**src/rtl/execution_pkg.sv**
```systemverilog
`default_nettype none
// ----------------------------------------------------------------------------
// execution_pkg : shared encodings for the execution stage | rev 1.0
// ----------------------------------------------------------------------------
package execution_pkg;

  // Multiply/divide operation encodings
  localparam logic [2:0] c_MD_NONE  = 3'd0;
  localparam logic [2:0] c_MD_MULT  = 3'd1;
  localparam logic [2:0] c_MD_MULTU = 3'd2;
  localparam logic [2:0] c_MD_DIV   = 3'd3;
  localparam logic [2:0] c_MD_DIVU  = 3'd4;
  localparam logic [2:0] c_MD_MFHI  = 3'd5;
  localparam logic [2:0] c_MD_MFLO  = 3'd6;

  typedef enum logic [1:0] {
    ST_IDLE = 2'd0,
    ST_MUL  = 2'd1,
    ST_DIV  = 2'd2
  } md_state_e;

  // LO after a divide by zero is this bit replicated across the datapath
  localparam logic c_DIV0_LO_FILL = 1'b1;

  // ALU operation classes decoded from ID
  localparam logic [2:0] c_AOP_RTYPE = 3'd0;
  localparam logic [2:0] c_AOP_ADD   = 3'd1;
  localparam logic [2:0] c_AOP_AND   = 3'd2;
  localparam logic [2:0] c_AOP_OR    = 3'd3;
  localparam logic [2:0] c_AOP_XOR   = 3'd4;
  localparam logic [2:0] c_AOP_LUI   = 3'd5;
  localparam logic [2:0] c_AOP_SLT   = 3'd6;
  localparam logic [2:0] c_AOP_SUB   = 3'd7;

  // ALU function codes
  localparam logic [3:0] c_ALU_SLL  = 4'd0;
  localparam logic [3:0] c_ALU_SRL  = 4'd1;
  localparam logic [3:0] c_ALU_SRA  = 4'd2;
  localparam logic [3:0] c_ALU_ADD  = 4'd3;
  localparam logic [3:0] c_ALU_SUB  = 4'd4;
  localparam logic [3:0] c_ALU_AND  = 4'd5;
  localparam logic [3:0] c_ALU_OR   = 4'd6;
  localparam logic [3:0] c_ALU_XOR  = 4'd7;
  localparam logic [3:0] c_ALU_NOR  = 4'd8;
  localparam logic [3:0] c_ALU_SLT  = 4'd9;
  localparam logic [3:0] c_ALU_SLTU = 4'd10;
  localparam logic [3:0] c_ALU_LUI  = 4'd11;

endpackage
`default_nettype wire

```
**src/rtl/alu.sv**
```systemverilog
`default_nettype none
// ----------------------------------------------------------------------------
// alu : combinational integer ALU | rev 1.0
// ----------------------------------------------------------------------------
module alu
  import execution_pkg::*;
#(
  parameter int NB_DATA = 32
) (
  input  logic [NB_DATA-1:0] i_a,
  input  logic [NB_DATA-1:0] i_b,
  input  logic [3:0]         i_alu_control,
  output logic [NB_DATA-1:0] o_result
);

  localparam int SHW = $clog2(NB_DATA);

  logic [SHW-1:0] w_shamt;
  assign w_shamt = i_a[SHW-1:0];

  always_comb begin
    o_result = '0;
    case (i_alu_control)
      c_ALU_SLL:  o_result = i_b << w_shamt;
      c_ALU_SRL:  o_result = i_b >> w_shamt;
      c_ALU_SRA:  o_result = $signed(i_b) >>> w_shamt;
      c_ALU_ADD:  o_result = i_a + i_b;
      c_ALU_SUB:  o_result = i_a - i_b;
      c_ALU_AND:  o_result = i_a & i_b;
      c_ALU_OR:   o_result = i_a | i_b;
      c_ALU_XOR:  o_result = i_a ^ i_b;
      c_ALU_NOR:  o_result = ~(i_a | i_b);
      c_ALU_SLT:  o_result = {{(NB_DATA-1){1'b0}}, ($signed(i_a) < $signed(i_b))};
      c_ALU_SLTU: o_result = {{(NB_DATA-1){1'b0}}, (i_a < i_b)};
      c_ALU_LUI:  o_result = i_b << (NB_DATA/2);
      default:    o_result = '0;
    endcase
  end

endmodule
`default_nettype wire

```
**src/rtl/alu_control.sv**
```systemverilog
`default_nettype none
// ----------------------------------------------------------------------------
// alu_control : maps alu_operation class and funct to an ALU code | rev 1.0
// ----------------------------------------------------------------------------
module alu_control
  import execution_pkg::*;
#(
  parameter int NB_OP_FIELD     = 6,
  parameter int NB_ALU_OP_FIELD = 3
) (
  input  logic [NB_OP_FIELD-1:0]     i_funct,
  input  logic [NB_ALU_OP_FIELD-1:0] i_alu_operation,
  output logic [3:0]                 o_alu_control
);

  always_comb begin
    o_alu_control = c_ALU_ADD;
    case (i_alu_operation)
      c_AOP_RTYPE: begin
        // Variable shifts share the immediate-shift codes; the operand mux picks the amount
        case (i_funct)
          6'h00, 6'h04: o_alu_control = c_ALU_SLL;
          6'h02, 6'h06: o_alu_control = c_ALU_SRL;
          6'h03, 6'h07: o_alu_control = c_ALU_SRA;
          6'h20, 6'h21: o_alu_control = c_ALU_ADD;
          6'h22, 6'h23: o_alu_control = c_ALU_SUB;
          6'h24:        o_alu_control = c_ALU_AND;
          6'h25:        o_alu_control = c_ALU_OR;
          6'h26:        o_alu_control = c_ALU_XOR;
          6'h27:        o_alu_control = c_ALU_NOR;
          6'h2A:        o_alu_control = c_ALU_SLT;
          6'h2B:        o_alu_control = c_ALU_SLTU;
          default:      o_alu_control = c_ALU_ADD;
        endcase
      end
      c_AOP_ADD: o_alu_control = c_ALU_ADD;
      c_AOP_AND: o_alu_control = c_ALU_AND;
      c_AOP_OR:  o_alu_control = c_ALU_OR;
      c_AOP_XOR: o_alu_control = c_ALU_XOR;
      c_AOP_LUI: o_alu_control = c_ALU_LUI;
      c_AOP_SLT: o_alu_control = c_ALU_SLT;
      c_AOP_SUB: o_alu_control = c_ALU_SUB;
      default:   o_alu_control = c_ALU_ADD;
    endcase
  end

endmodule
`default_nettype wire

```
**src/rtl/muldiv_iterative.sv**
```systemverilog
`default_nettype none
// ----------------------------------------------------------------------------
// muldiv_iterative : one-bit-per-cycle multiply/divide with HI/LO | rev 1.0
// ----------------------------------------------------------------------------
module muldiv_iterative
  import execution_pkg::*;
#(
  parameter int NB_DATA  = 32,
  parameter int NB_MD_OP = 3
) (
  input  logic                i_clock,
  input  logic                i_reset,
  input  logic                i_start,
  input  logic [NB_MD_OP-1:0] i_op,
  input  logic [NB_DATA-1:0]  i_a,
  input  logic [NB_DATA-1:0]  i_b,
  output logic                o_busy,
  output logic [NB_DATA-1:0]  o_hi,
  output logic [NB_DATA-1:0]  o_lo
);

  localparam int CNT_W = $clog2(NB_DATA + 1);

  md_state_e            r_state;
  logic [CNT_W-1:0]     r_count;
  // r_acc: product accumulator (MUL) / partial remainder in low half (DIV)
  // r_opb: shifting multiplicand (MUL) / divisor in low half (DIV)
  // r_q:   multiplier shifted right (MUL) / dividend-in, quotient-out (DIV)
  logic [2*NB_DATA-1:0] r_acc;
  logic [2*NB_DATA-1:0] r_opb;
  logic [NB_DATA-1:0]   r_q;
  logic [NB_DATA-1:0]   r_hi;
  logic [NB_DATA-1:0]   r_lo;
  logic                 r_neg;
  logic                 r_rem_neg;
  logic                 r_div0;

  logic                 w_signed, w_is_div, w_a_neg, w_b_neg, w_ge;
  logic [NB_DATA-1:0]   w_a_mag, w_b_mag, w_diff, w_rem_next, w_quo_next;
  logic [2*NB_DATA-1:0] w_acc_next, w_prod;
  logic [NB_DATA:0]     w_shift;

  assign w_signed = (i_op == c_MD_MULT) || (i_op == c_MD_DIV);
  assign w_is_div = (i_op == c_MD_DIV)  || (i_op == c_MD_DIVU);
  assign w_a_neg  = w_signed & i_a[NB_DATA-1];
  assign w_b_neg  = w_signed & i_b[NB_DATA-1];
  assign w_a_mag  = w_a_neg ? -i_a : i_a;
  assign w_b_mag  = w_b_neg ? -i_b : i_b;

  assign w_acc_next = r_q[0] ? (r_acc + r_opb) : r_acc;
  assign w_prod     = r_neg ? -w_acc_next : w_acc_next;

  // Restoring step; a zero divisor always "fits", giving all-ones quotient and rem = |a|
  assign w_shift    = {r_acc[NB_DATA-1:0], r_q[NB_DATA-1]};
  assign w_ge       = (w_shift >= {1'b0, r_opb[NB_DATA-1:0]});
  assign w_diff     = w_shift[NB_DATA-1:0] - r_opb[NB_DATA-1:0];
  assign w_rem_next = w_ge ? w_diff : w_shift[NB_DATA-1:0];
  assign w_quo_next = {r_q[NB_DATA-2:0], w_ge};

  always_ff @(posedge i_clock) begin
    if (!i_reset) begin
      r_state   <= ST_IDLE;
      r_count   <= '0;
      r_acc     <= '0;
      r_opb     <= '0;
      r_q       <= '0;
      r_hi      <= '0;
      r_lo      <= '0;
      r_neg     <= 1'b0;
      r_rem_neg <= 1'b0;
      r_div0    <= 1'b0;
    end else begin
      case (r_state)
        ST_IDLE: begin
          if (i_start) begin
            r_state   <= w_is_div ? ST_DIV : ST_MUL;
            r_count   <= CNT_W'(NB_DATA);
            r_acc     <= '0;
            r_opb     <= {{NB_DATA{1'b0}}, (w_is_div ? w_b_mag : w_a_mag)};
            r_q       <= w_is_div ? w_a_mag : w_b_mag;
            r_neg     <= w_a_neg ^ w_b_neg;
            r_rem_neg <= w_a_neg;
            r_div0    <= (i_b == '0);
          end
        end
        ST_MUL: begin
          r_count <= r_count - CNT_W'(1);
          r_acc   <= w_acc_next;
          r_opb   <= r_opb << 1;
          r_q     <= r_q >> 1;
          if (r_count == CNT_W'(1)) begin
            r_hi    <= w_prod[2*NB_DATA-1:NB_DATA];
            r_lo    <= w_prod[NB_DATA-1:0];
            r_state <= ST_IDLE;
          end
        end
        ST_DIV: begin
          r_count <= r_count - CNT_W'(1);
          r_acc   <= {{NB_DATA{1'b0}}, w_rem_next};
          r_q     <= w_quo_next;
          if (r_count == CNT_W'(1)) begin
            r_lo    <= r_div0 ? {NB_DATA{c_DIV0_LO_FILL}}
                              : (r_neg ? -w_quo_next : w_quo_next);
            r_hi    <= r_rem_neg ? -w_rem_next : w_rem_next;
            r_state <= ST_IDLE;
          end
        end
        default: r_state <= ST_IDLE;
      endcase
    end
  end

  assign o_busy = (r_state != ST_IDLE);
  assign o_hi   = r_hi;
  assign o_lo   = r_lo;

endmodule
`default_nettype wire

```
**src/rtl/execution_md.sv**
```systemverilog
`default_nettype none
// ----------------------------------------------------------------------------
// execution_md : EX stage with EX/MEM register and iterative mul/div | rev 1.0
// ----------------------------------------------------------------------------
module execution_md
  import execution_pkg::*;
#(
  parameter int NB_DATA         = 32,
  parameter int NB_REG_ADDRESS  = 5,
  parameter int NB_OP_FIELD     = 6,
  parameter int NB_ALU_OP_FIELD = 3,
  parameter int NB_MD_OP        = 3
) (
  input  logic                       i_clock,
  input  logic                       i_reset,
  input  logic                       i_valid,
  input  logic                       i_hold,
  input  logic                       i_shift_source,
  input  logic                       i_register_destination,
  input  logic                       i_alu_source,
  input  logic [NB_ALU_OP_FIELD-1:0] i_alu_operation,
  input  logic [NB_MD_OP-1:0]        i_md_operation,
  input  logic                       i_reg_write,
  input  logic [NB_DATA-1:0]         i_ra_data,
  input  logic [NB_DATA-1:0]         i_rb_data,
  input  logic [NB_DATA-1:0]         i_sign_extender_data,
  input  logic [NB_REG_ADDRESS-1:0]  i_rt_address,
  input  logic [NB_REG_ADDRESS-1:0]  i_rd_address,
  output logic                       o_stall,
  output logic                       o_busy,
  output logic                       o_valid,
  output logic                       o_reg_write,
  output logic [NB_REG_ADDRESS-1:0]  o_register_address,
  output logic [NB_DATA-1:0]         o_alu_result,
  output logic [NB_DATA-1:0]         o_memory_data
);

  logic                      w_busy, w_md_arith, w_mf, w_accept;
  logic [3:0]                w_alu_control;
  logic [NB_DATA-1:0]        w_op_a, w_op_b, w_alu_result, w_result, w_hi, w_lo;
  logic [NB_REG_ADDRESS-1:0] w_dest;

  logic                      r_valid, r_reg_write;
  logic [NB_REG_ADDRESS-1:0] r_register_address;
  logic [NB_DATA-1:0]        r_alu_result, r_memory_data;

  assign w_md_arith = (i_md_operation >= c_MD_MULT) && (i_md_operation <= c_MD_DIVU);
  assign w_mf       = (i_md_operation == c_MD_MFHI) || (i_md_operation == c_MD_MFLO);

  // Only HI/LO users wait on the unit; plain ALU ops flow past it
  assign o_stall  = w_busy & i_valid & (i_md_operation != c_MD_NONE);
  assign w_accept = i_valid & ~o_stall & ~i_hold;
  assign o_busy   = w_busy;

  assign w_op_a = i_shift_source ? {{(NB_DATA-5){1'b0}}, i_sign_extender_data[10:6]} : i_ra_data;
  assign w_op_b = i_alu_source ? i_sign_extender_data : i_rb_data;
  assign w_dest = (w_mf || !i_register_destination) ? i_rd_address : i_rt_address;

  alu_control #(
    .NB_OP_FIELD     (NB_OP_FIELD),
    .NB_ALU_OP_FIELD (NB_ALU_OP_FIELD)
  ) u_alu_control (
    .i_funct         (i_sign_extender_data[NB_OP_FIELD-1:0]),
    .i_alu_operation (i_alu_operation),
    .o_alu_control   (w_alu_control)
  );

  alu #(
    .NB_DATA (NB_DATA)
  ) u_alu (
    .i_a           (w_op_a),
    .i_b           (w_op_b),
    .i_alu_control (w_alu_control),
    .o_result      (w_alu_result)
  );

  muldiv_iterative #(
    .NB_DATA  (NB_DATA),
    .NB_MD_OP (NB_MD_OP)
  ) u_muldiv (
    .i_clock (i_clock),
    .i_reset (i_reset),
    .i_start (w_accept & w_md_arith),
    .i_op    (i_md_operation),
    .i_a     (i_ra_data),
    .i_b     (i_rb_data),
    .o_busy  (w_busy),
    .o_hi    (w_hi),
    .o_lo    (w_lo)
  );

  always_comb begin
    w_result = w_alu_result;
    if (i_md_operation == c_MD_MFHI)
      w_result = w_hi;
    else if (i_md_operation == c_MD_MFLO)
      w_result = w_lo;
  end

  always_ff @(posedge i_clock) begin
    if (!i_reset) begin
      r_valid            <= 1'b0;
      r_reg_write        <= 1'b0;
      r_register_address <= '0;
      r_alu_result       <= '0;
      r_memory_data      <= '0;
    end else if (!i_hold) begin
      r_valid <= w_accept;
      if (w_accept) begin
        r_reg_write        <= i_reg_write & ~w_md_arith;
        r_register_address <= w_dest;
        r_alu_result       <= w_result;
        r_memory_data      <= i_rb_data;
      end
    end
  end

  assign o_valid            = r_valid;
  assign o_reg_write        = r_reg_write;
  assign o_register_address = r_register_address;
  assign o_alu_result       = r_alu_result;
  assign o_memory_data      = r_memory_data;

endmodule
`default_nettype wire

```
**config.mk**
```make
export PLATFORM = sky130hd
export DESIGN_NAME = execution_md
export DESIGN_NICKNAME = d
export VERILOG_FILES = /design/src/rtl/execution_pkg.sv /design/src/rtl/alu.sv /design/src/rtl/alu_control.sv /design/src/rtl/muldiv_iterative.sv /design/src/rtl/execution_md.sv
export SDC_FILE = /design/constraint.sdc
export NUM_CORES = 2
export LEC_CHECK = 0
export ABC_AREA = 1
export CAP_MARGIN = 20
export CELL_PAD_IN_SITES_DETAIL_PLACEMENT = 1
export CELL_PAD_IN_SITES_GLOBAL_PLACEMENT = 2
export CORE_MARGIN = 1
export CORE_UTILIZATION = 34
export CTS_CLUSTER_DIAMETER = 200
export DETAILED_ROUTE_END_ITERATION = 7
export DONT_BUFFER_PORTS = 1
export GPL_TIMING_DRIVEN = 0
export PLACE_DENSITY_LB_ADDON = 0.1
export RECOVER_POWER = 50
export SYNTH_ARGS = -nofsm -noshare
export SYNTH_HDL_FRONTEND = slang
export SYNTH_SLANG_ARGS = --single-unit
export TNS_END_PERCENT = 100
```
**constraint.sdc**
```tcl
create_clock -name i_clock -period 5.06 [get_ports i_clock]
set_input_delay 0.506 -clock i_clock [delete_from_list [all_inputs] [get_ports i_clock]]
set_output_delay 0.506 -clock i_clock [all_outputs]
set_load 0.01 [all_outputs]
```
Word level (Yosys, flattened, before mapping)

Memories as Yosys holds them, arrays and structs flattened.
Cells that the tools add are included.

Bits of input ports: 120
Output and inout port bits: 73
Register bits: 306
Memories: 1
Memory bits (read-only): 256
Logic and storage cells: 139

Reduce and logical (&&, ||, !) cells: 24
Shift operators: 3
Magnitude comparators: 5
Equal/unequal tests: 30
Add/sub/neg operators: 10
Muxes and demuxes: 35
Bitwise gates (word level): 16

Memories:

| name             | depth | width | rd ports | clocked after memory_dff | write ports | RTL line          | source |
|---|---|---|---|---|---|---|---|
| (name not given) | 64    | 4     | 1        | 0                        | 0           | alu_control.sv:21 | `case (i_funct)` |

Operator list:

| operator             | number |
|---|---|
| $mux W32             | 17 |
| $pmux W32 S12        | 1 |
| $mux W64             | 4 |
| $pmux W64 S3         | 1 |
| $neg A32 Y32         | 4 |
| $pmux W32 S2         | 2 |
| $pmux W64 S2         | 1 |
| $pmux W32 S3         | 1 |
| $add A64 B64 Y64     | 1 |
| $lt A32 B32 Y1       | 2 |
| $neg A64 Y64         | 1 |
| $sub A32 B32 Y32     | 2 |
| $ge A33 B32 Y1       | 1 |
| $add A32 B32 Y32     | 1 |
| $and A32 B32 Y32     | 1 |
| $logic_not A32 Y1    | 1 |
| $not A32 Y32         | 1 |
| $or A32 B32 Y32      | 1 |
| $pmux W4 S8          | 1 |
| $shl A32 B5 Y32      | 1 |
| $shr A32 B5 Y32      | 1 |
| $sshr A32 B5 Y32     | 1 |
| $xor A32 B32 Y32     | 1 |
| $eq A3 B3 Y1 const B | 7 |
| other kinds (32)     | 68 |

Logic depth before layout (Yosys ltp)

Depth in word-level cells: 9
Mapped depth: 30
Mapped depth without buffers: 30

Hierarchy

Synthesis repeated with hierarchy kept, for this count alone.

Cells, all modules: 7582
Area, all modules: 40696.5 um^2

By module, submodules not included:

| module           | seq. area each (um^2) | cells an instance | area an instance (um^2) | instances |
|---|---|---|---|---|
| muldiv_iterative | 4704.5                | 4653              | 25538.2                 | 1 |
| alu              | 0.0                   | 2188              | 10568.9                 | 1 |
| execution_md     | 1421.4                | 691               | 4345.4                  | 1 |
| alu_control      | 0.0                   | 50                | 244.0                   | 1 |

Worst setup path after synthesis

OpenSTA, ideal clock, no wires.

Path kind: input to register
From: input port i_shift_source
To: register r_alu_result[24], in the netlist o_alu_result[24]
Arrival time: 3.536 ns
Buffers on the path: 4
Library setup time: 0.132 ns
Setup slack: 1.392 ns
Data required time: 4.928 ns
Stages on the path: 25
Cell sequence: buf_2 o21ai_1 clkbuf_1 clkbuf_1 ha_1 clkbuf_1 nand3_1 nand3_1 a21oi_1 inv_1 nand2_1 nand2_1 inv_1 o21ai_0 nand2_1 a21oi_1 o21ai_0 nand3_1 nand2_1 nor2_1 nand2_1 nand2_1 nand2_1 nand2_1 a21oi_1

Longest elaborated chain between the ends: 6
Elaborated cells on any way between the ends: 13
Those cells by class: 2 x add/sub; 3 x shift; 4 x mux; 4 x bitwise

RTL lines:

| element                                                  | RTL line            | source |
|---|---|---|
| start, declared                                          | execution_md.sv:18  | `input logic i_shift_source,` |
| $mux W32 (*)                                             | execution_md.sv:55  | `assign w_op_a = i_shift_source ? {{(NB_DATA-5){1'b0}}, i_sign_extender_data[10:6]} : i_ra_data;` |
| branches (longest 2 deep; another with $sub A32 B32 Y32) | n/a                 |  |
| $pmux W32 S12 (*)                                        | alu.sv:23           | `case (i_alu_control)` |
| $mux W32 (*)                                             | execution_md.sv:96  | `else if (i_md_operation == c_MD_MFLO)` |
| $mux W32 (*)                                             | execution_md.sv:94  | `if (i_md_operation == c_MD_MFHI)` |
| end signal, assigned                                     | execution_md.sv:112 | `r_alu_result <= w_result;` |
| end, declared                                            | execution_md.sv:45  | `logic [NB_DATA-1:0] r_alu_result, r_memory_data;` |

Every way passes the cells marked *.
A chain may end at the register's enable or synchronous reset.

Final worst setup path

From: input port i_shift_source
To: register r_alu_result[15], in the netlist o_alu_result[15]

Same word-level chain as after synthesis.

==> run_results.csv <==
group,metric,value,unit
outcome,outcome,"complete, but fails checks",
outcome,failed_checks,"negative setup slack",
setup_path,endpoint_kind,"flop",
power,power.density,254,nW/um^2
cells_and_area,layout.nets,7385,
setup_path,crit_type,"input port to flop",
timing,setup_ws,-0.0499,ns
clock_network,htree_levels,2,
placed_design,globalplace.congestion,1.04,
clock_network,clockBufferDepth,3,
die,num_io_pins,193,
setup_path,cp_common_cell,"nand2_1",
timing,min_period,5.11,ns
setup_path,crit_chain,"buf_2 > nand2_1 > o21ai_4 > clkbuf_2 > buf_2 > ha_1 > inv_1 > a21oi_1 > nand2_1 > nand2_1 > nand3_1 > nand2_1 > nand2_1 > a21o_1 > xnor2_1 > o22ai_1 > a211oi_1 > nand3_1 > nand2_1 > nand2_1 > nand2_1 > a21oi_1",
cells_and_area,area_growth,10.0,%
die,row_count,121,
grt,grt_max_degree,23,
cells_and_area,layout.cells.most_common,"nand2_1",
route,wl_per_cell,28.9,um
timing,clock_skew,0.0319,ns
grt,track_usage,0.426,
synth,synth_top_area_frac,0.206,
synth,async_flop_share,0,
placed_design,io_buffers,0,
setup_path,regToRegSetupSlack,0.12,ns
die,die_x,335,um
route,drc_errors,0,
setup_path,critPathMaxStageDelay,0.90,ns
timing,timing.fmax,196,MHz
timing,hold_viol_final,0,
synth,synth_flop_cell,"dfxtp_1",
setup_path,crit_path_max_fanout,10,
clock_network,clock-sinks,306,
cells_and_area,layout-drive-gt1-share,0.0422,
route,dr.pass1.iters,6,
clock_network,clk_pin_slew,0.06,ns
timing,finalCritPeriodShare,1.01,
setup_path,startpoint_type,"input port",
timing,tightest_slew,1.27,ns
synth,ys_seq_area_frac,0.162,
power,power.leakage,20.4,nW
synth,yosys-top-cells-area,"nand2_1, dfxtp_1, inv_1",
grt,grt_pass1_vias,48400,
timing,finalSetupViolations,2,
timing,slew_viol_final,0,
power,vdd_drop_max,246,uV
die,start_util,0.345,
synth,synth_cells,6962,
route,vias_per_cell,5.90,
synth,synth.distinct_cells,63,
grt,antenna_found_initial,11,
placed_design,dpl.hpwl,211000,um
clock_network,cts_buffers,41,
synth,syn_area,37700,sq um
synth,yosysWarnings,0,
clock_network,cts-root-buf,"clkbuf_16",
setup_path,crit_family,"compound AO/OA/AOI/OAI gates",
clock_network,insertion_delay,0.63,ns
synth,synth_enable_flop_cells,0,
setup_path,crit_required,5.53,ns
route,vias,50600,
die,die_y,335,um
grt,overflow,0,
power,total_power,10.5,mW
die,dieArea,112000,sq um
cells_and_area,mostFrequentLayoutCells,"nand2_1, inv_1, nor2_1",
route,ant_nets,0,
grt,grt_pass1_wl,348000,um
hold_path,worstHoldPathType,"input port to flop",
cells_and_area,stdcell_count,8564,
timing,slew_headroom,0.149,
synth,syn_avg_cell_area,5.42,sq um
cells_and_area,fill_cells,15400,
setup_path,slowest_stage,"a211oi_1",
timing,grt_setup_unrepaired,"true",
setup_path,crit_buf_inv,4,
synth,mappedNetlistNets,7291,
setup_path,worstPathArrival,5.58,ns
synth,ys_ff_latch,306,
synth,synth_top_area_cell,"nand2_1",
flow_run,cap_violations,0,
placed_design,dp_cells,8473,
route,drtIter0Drc,5662,
route,wl,247000,um
clock_network,cts_tree,"done",
die,core_area,109000,sq um
[registers in the layout, summed over array words and instances, names as in the netlist, 2 cells and up]
name,flops
u_muldiv.r_acc,64
u_muldiv.r_opb,64
o_alu_result,32
o_memory_data,32
u_muldiv.o_hi,32
u_muldiv.o_lo,32
u_muldiv.r_q,32
u_muldiv.r_count,6
o_register_address,5
u_muldiv.r_state,2
[Yosys cell counts, drive strengths merged (10+ instances only)]
cell type  instances
nand2           2081
a31oi             56
ha               205
o21ai            599
o221ai            16
or2               25
a22oi             19
o2111ai           16
buf               71
a21oi            566
a221oi            51
inv              968
nand4             75
o211ai            63
a211oi            11
a21o              16
xnor2             17
nor3              83
o21bai            28
nor2             731
dfxtp            306
xor2              86
nor4              14
o31ai             15
nand3            499
clkbuf           237
o22ai             42
nand3b            10
[worst paths after layout]
| kind | start | cells past startpoint | end |
|---|---|---|---|
| setup reg to reg | u_muldiv.r_opb[0] | 23 | u_muldiv.o_hi[28] |
| hold reg to reg | u_muldiv.r_opb[34] | 2 | u_muldiv.r_opb[34] |
| setup / recovery | i_shift_source | 22 | o_alu_result[15] |
| hold / removal | i_rb_data[7] | 2 | o_memory_data[7] |
[layer usage]
| layer | GRT usage | wire length, um | up-vias |
|---|---|---|---|
| met2 | 0.604 | 97600 | 2437 |
| met4 | 0.170 | 11000 | 10 |
| li1 | - | - | 22900 |
| met5 | 0 | 67 | - |
| met1 | 0.603 | 111000 | 24800 |
| met3 | 0.114 | 27600 | 440 |
[per-stage QoR]
stage,instance area [sq um],hold slack [ns],setup WS [ns],setup TNS (ns),util
after global routing,41500,0.0325,-0.0674,-0.101,0.379
after global placement,39600,0.462,-1.90,-31.67,0.362
final,41500,0.0378,-0.0499,-0.0964,0.379
after detailed placement,39900,0.473,-1.87,-29.80,0.365
after floorplan,37700,0.445,1.39,0,-
after CTS,41400,0.00188,0.00862,0,0.378
[power breakdown]
part | switching (mW) | leakage, nW | internal [mW]
clock network | 1.33 | 0.636 | 1.67
logic | 3.62 | 17.2 | 1.18
registers | 0.191 | 2.50 | 2.55
[area by class of cell]
class                   instances  area [sq um]  share of cell area
diodes                          4          10.0            0.000241
plain buffers                 305          1240              0.0299
well taps                    1476          1850              0.0445
flip-flops and latches        306          6150               0.148
clock buffers                  53          1120              0.0270
clock inverters                18           171             0.00413
repair buffers                 54           495              0.0119
multi-input cells            5373         26800               0.646
inverters                     975          3660              0.0882
[cells by family after synthesis]
| family | share of synthesized area |
|---|---|
| AO/OA/AOI/OAI | 0.226 |
| XOR/XNOR | 0.0239 |
| adder cells (fa/ha/maj) | 0.0701 |
| buffers and inverters | 0.130 |
| flip-flops | 0.162 |
| multiplexers | 0.00255 |
| AND/OR/NAND/NOR | 0.385 |
[timing repair]
item,CTS,global route
cloned,0,0
hold endpoints to repair,16,0
resized for setup,25,44
pin swaps,0,1
hold buffers,16,0
buffers inserted,0,0
setup endpoints to repair,28,27
No activity file was read; power rests on OpenSTA's default activity.
